## src/rtl/trig_conditioner.sv

```systemverilog
`timescale 1ns/1ps
// Trigger conditioner: synchronizes and debounces a raw trigger pin, then gates a
// fixed-length run window followed by a hold-off, counting accepted and refused edges.
module trig_conditioner #(
  parameter int SYNC_STAGES = 2,
  parameter int DEBOUNCE    = 16,
  parameter int RUN_CYCLES  = 201200,
  parameter int HOLDOFF     = 1000
) (
  input  logic        clk,
  input  logic        rst_n,
  input  logic        trig_in,
  input  logic        arm,
  output logic        trig_out,
  output logic        busy,
  output logic [15:0] shot_count,
  output logic [7:0]  missed_count
);

  localparam int MAX_CNT = (RUN_CYCLES > HOLDOFF) ? RUN_CYCLES : HOLDOFF;
  localparam int CNT_W   = (MAX_CNT > 1) ? $clog2(MAX_CNT + 1) : 1;
  localparam int DB_W    = (DEBOUNCE > 1) ? $clog2(DEBOUNCE) : 1;

  localparam logic [CNT_W-1:0] RUN_LOAD  = CNT_W'(RUN_CYCLES - 1);
  localparam logic [CNT_W-1:0] HOLD_LOAD = (HOLDOFF > 0) ? CNT_W'(HOLDOFF - 1) : '0;
  localparam logic [DB_W-1:0]  DB_LAST   = DB_W'(DEBOUNCE - 1);

  typedef enum logic [1:0] {S_IDLE, S_RUN, S_HOLDOFF} state_t;

  logic [SYNC_STAGES-1:0] sync_q;
  logic                   synced;
  logic                   filt;
  logic [DB_W-1:0]        db_cnt;
  logic                   rise;

  state_t                 state, state_n;
  logic [CNT_W-1:0]       cnt, cnt_n;
  logic [15:0]            shot_n;
  logic [7:0]             missed_n;

  // NOTE: the synchronizer chain is plain flops, so it is reset like everything
  // else; only true memory arrays are left without reset.
  always_ff @(posedge clk or negedge rst_n) begin
    if (!rst_n) sync_q <= '0;
    else        sync_q <= {sync_q[SYNC_STAGES-2:0], trig_in};
  end

  assign synced = sync_q[SYNC_STAGES-1];

  // NOTE: sequential state uses non-blocking assignments so every flop samples
  // the pre-edge values regardless of statement order.
  always_ff @(posedge clk or negedge rst_n) begin
    if (!rst_n) begin
      filt   <= 1'b0;
      db_cnt <= '0;
      rise   <= 1'b0;
    end else begin
      rise <= 1'b0;
      if (synced == filt) begin
        db_cnt <= '0;
      end else if (db_cnt == DB_LAST) begin
        filt   <= synced;
        db_cnt <= '0;
        rise   <= synced;
      end else begin
        db_cnt <= db_cnt + 1'b1;
      end
    end
  end

  // NOTE: every combinational output gets a default first, so no path can
  // leave a value unassigned and infer a latch.
  always_comb begin
    state_n  = state;
    cnt_n    = cnt;
    shot_n   = shot_count;
    missed_n = missed_count;
    unique case (state)
      S_IDLE: begin
        if (rise && arm) begin
          state_n = S_RUN;
          cnt_n   = RUN_LOAD;
          shot_n  = shot_count + 16'd1;
        end
      end
      S_RUN: begin
        if (cnt == '0) begin
          if (HOLDOFF > 0) begin
            state_n = S_HOLDOFF;
            cnt_n   = HOLD_LOAD;
          end else begin
            state_n = S_IDLE;
          end
        end else begin
          cnt_n = cnt - 1'b1;
        end
      end
      S_HOLDOFF: begin
        if (cnt == '0) state_n = S_IDLE;
        else           cnt_n   = cnt - 1'b1;
      end
      default: state_n = S_IDLE;
    endcase
    // Any edge that does not start a run is refused, saturating at full scale.
    if (rise && !(state == S_IDLE && arm) && missed_count != 8'hFF)
      missed_n = missed_count + 8'd1;
  end

  always_ff @(posedge clk or negedge rst_n) begin
    if (!rst_n) begin
      state        <= S_IDLE;
      cnt          <= '0;
      trig_out     <= 1'b0;
      busy         <= 1'b0;
      shot_count   <= '0;
      missed_count <= '0;
    end else begin
      state        <= state_n;
      cnt          <= cnt_n;
      trig_out     <= (state_n == S_RUN);
      busy         <= (state_n != S_IDLE);
      shot_count   <= shot_n;
      missed_count <= missed_n;
    end
  end

endmodule

```

## config.mk

```make
export PLATFORM = sky130hd
export DESIGN_NAME = trig_conditioner
export DESIGN_NICKNAME = d
export VERILOG_FILES = /design/src/rtl/trig_conditioner.sv
export SDC_FILE = /design/constraint.sdc
export NUM_CORES = 1
export LEC_CHECK = 0
export CORE_ASPECT_RATIO = 1.1
export CORE_MARGIN = 2
export CORE_UTILIZATION = 26
export CTS_BUF_LIST = sky130_fd_sc_hd__clkbuf_4
export CTS_CLUSTER_DIAMETER = 60
export DETAILED_ROUTE_END_ITERATION = 16
export HOLD_SLACK_MARGIN = 0.02
export SYNTH_ARGS = -nofsm -noshare
export SYNTH_HDL_FRONTEND = slang
export SYNTH_SLANG_ARGS = --single-unit
```

## constraint.sdc

```tcl
create_clock -name clk -period 2.29 [get_ports clk]
set_input_delay 0.458 -clock clk [delete_from_list [all_inputs] [get_ports clk]]
set_output_delay 0.458 -clock clk [all_outputs]
set_load 0.05 [all_outputs]
```

==> flow_summary.toml <==
[setup_path]
r2r_slack_ns = 0.19
crit_fanout = 5
end_kind = "primary output"
rr_startpoint = "cnt[0]$_DFFE_PN0P_"
r2r_end = "cnt[16]$_DFFE_PN0P_"
cp-start-kind = "flop"
cp.required_ns = 1.83
path_cells = "clkdlybuf4s50_1"
arrival_ns = 1.70
slowest_stage = "clkdlybuf4s50_1"
crit_family = "buffers and inverters"
worstSetupPathType = "flop to primary output"
cpPeakStageDelay_ns = 0.84
r2r_cells = 8
timing.critical_path.buf_inv = 1

[floorplan]
core_um2 = 10400
die_y_um = 112
io_pins = 30
die_area_um2 = 11500
rows = 39
fp.dieW_um = 102
initial_utilization_pct = 26.7

[clock_tree]
ctsHoldBuffers = 0
cts_max_level = 2
clock_sinks = 54
cts_tree = "done"
cts_root_buf = "clkbuf_4"
clk_latency_ns = 0.39
ctsLongestPathBuffers = 2
path_clk_slew_ns = 0.18
cts_made_buffers = 5

[global_route]
grt_use_met2_pct = 16.9
met1_usage_pct = 14.9
grt_antenna_before_repair = 0
grt.overflow.total = 0
grt_pass1_wl_mm = 10.1
gr-usage-met3_pct = 2.49
grt_start_max_net_pins = 55
grt_use_total_pct = 10.7
grt_pass1_vias = 2151
grt-busiest-layer = "met2"

[route]
ant_nets = 0
drt_wl_total_mm = 5.86
wl_per_cell_um = 12.8
drt_iter0_drc = 161
post-route-drc-count = 0
dr.pass1.iters = 4
vias = 2214
vias_per_cell = 4.82

[synth]
synthCells = 268
synth_mux_area_share_pct = 1.22
synth_compound_area_share_pct = 15.9
synth_top_family_by_area = "simple AND/OR/NAND/NOR gates"
synthTopCellsByArea = "dfrtp_1 (49%), xnor2_1 (5.7%), ha_1 (4.1%), a21oi_1 (3.8%), nand2_1 (2.8%)"
synth_edf_count = 0
synth.distinct_cells = 47
synthSimpleGateAreaFrac_pct = 19.4
yosysSeqAreaShare_pct = 48.7
synth_seq_cells = 54
synth-xor-area-share_pct = 7.58
netlist_area_um2 = 2770
ys.flop_type = "dfrtp_1"
synth_most_common_cell = "dfrtp_1"
async_flop_share_pct = 100
yosys.area.top_type = "dfrtp_1"
synth_nets = 281
syn_avg_cell_area_um2 = 10.3
synth_commonest_cells = "dfrtp_1 (54), a21oi_1 (21), nand2_1 (21), nor2_1 (21), xnor2_1 (18)"
netlist.area_leader.share_pct = 48.7
yosys_warnings = 0
synthAdderAreaFrac_pct = 4.06

[outcome]
outcome = "completed"

[timing]
holdWs_ns = 0.147
finalSetupViolations = 0
maxSlewHeadroom_pct = 53.1
rsz0062_at_grt = "no"
tightest_slew_ns = 0.704
setup_tns_ns = 0
timing.final.crit_share_pct = 94.2
drv_slew = 0
fmax_mhz = 463
period_needed_ns = 2.16
fin_worst_skew_ns = 0.0144
finalHoldViolCount = 0

[power]
leakagePower_uw = 0.00151
p_per_area_nw_per_um2 = 459
worst_ir_drop_vdd_mv = 0.266

[run]
drv_cap = 0

[place]
gp_congestion = 0.843
place_inst = 450
dp_hpwl_mm = 4.16
io_buffer_count = 29

[min_path]
hp-class = "input port to async pin"

[finish]
diodes = 0
fin_cells = 459
drive_gt1_share_pct = 13.6
finish.utilization_pct = 33.0
nets = 328
area.growth.synth_to_final_pct = 23.6
cell type report:
type | count | area (µm²)
clock inverter | 3 | 47.5
inverter | 8 | 30.0
timing repair buffer | 46 | 425
sequential | 54 | 1350
tap | 143 | 179
clock buffer | 5 | 37.5
multi-input combinational | 200 | 1360
fill | 1047 | 6970
per-layer routing:
layer  part of all wire [%]  wire length (µm)
met5                      0                 0
met4                   0.34                20
met3                    4.9               287
met2                     49              2870
met1                     46              2680
logic make-up after synthesis:
| kind of cell | Yosys count |
|---|---|
| AOI/OAI and AO/OA | 64 |
| xor gates and xnor gates | 24 |
| adders and majority gates | 9 |
| DFF | 54 |
| and+or+nand+nor | 100 |
| muxes | 3 |
| buffers and inverters | 14 |
power breakdown:
group	leakage (µW)	switching (µW)	internal, µW	total (µW)
clock	0.0000462	337	238	575
combinational	0.000749	23.4	10.4	33.8
sequential	0.000712	5.54	960	966
worst max path at each step:
stage,from,depth (start not counted),slack (ns),to
after floorplan,cnt[13]$_DFFE_PN0P_,6,0.26,cnt[16]$_DFFE_PN0P_
after global placement,arm,6,0.08,cnt[13]$_DFFE_PN0P_
after detailed placement,arm,6,0.03,cnt[13]$_DFFE_PN0P_
after CTS,cnt[13]$_DFFE_PN0P_,4,0.05,cnt[16]$_DFFE_PN0P_
after global routing,cnt[0]$_DFFE_PN0P_,9,0.008,cnt[10]$_DFFE_PN0P_
final,shot_count[0]$_DFFE_PN0P_,1,0.13,shot_count[0]
stage by stage:
step / cell area (µm²) / power (µW) / worst slack [ns]
5_1_grt: 3430 / 1640 / 0.00816
3_5_place_dp: 3300 / 1020 / 0.0261
6_report: 3430 / 1570 / 0.132
3_3_place_gp: 3300 / 1020 / 0.0781
2_1_floorplan: 2770 / 991 / 0.264
4_1_cts: 3390 / 1600 / 0.0504
cell usage in the layout (no fill, tap or decap), types with 3 or more instances in the layout:
cell type / n
dfrtp_1: 54
clkdlybuf4s50_1: 28
nor2_1: 21
a21oi_1: 21
nand2_1: 21
xnor2_1: 18
buf_4: 16
o21ai_0: 14
nand3_1: 13
nor3_1: 9
ha_1: 9
inv_1: 8
nand4_1: 7
and4_1: 7
xor2_1: 6
clkbuf_4: 5
nor3b_1: 4
a21o_1: 4
and3_1: 3
o22a_1: 3
and2_1: 3
a22o_1: 3
mux2_2: 3
o31ai_4: 3
repair_timing:
| action | in CTS | in global routing |
|---|---|---|
| resized for setup | 0 | 4 |
| endpoints found under the hold margin | 0 | 0 |
| setup buffers | 0 | 1 |
| setup endpoints to repair | 0 | 11 |
state kept, by name, indices dropped and copies added, names as in the netlist:
register / cells
rise: 1
missed_count: 8
sync_q: 2
trig_out: 1
shot_count: 16
cnt: 18
filt: 1
busy: 1
state: 2
db_cnt: 4
Note: power is estimated with default switching activity, not from simulation.
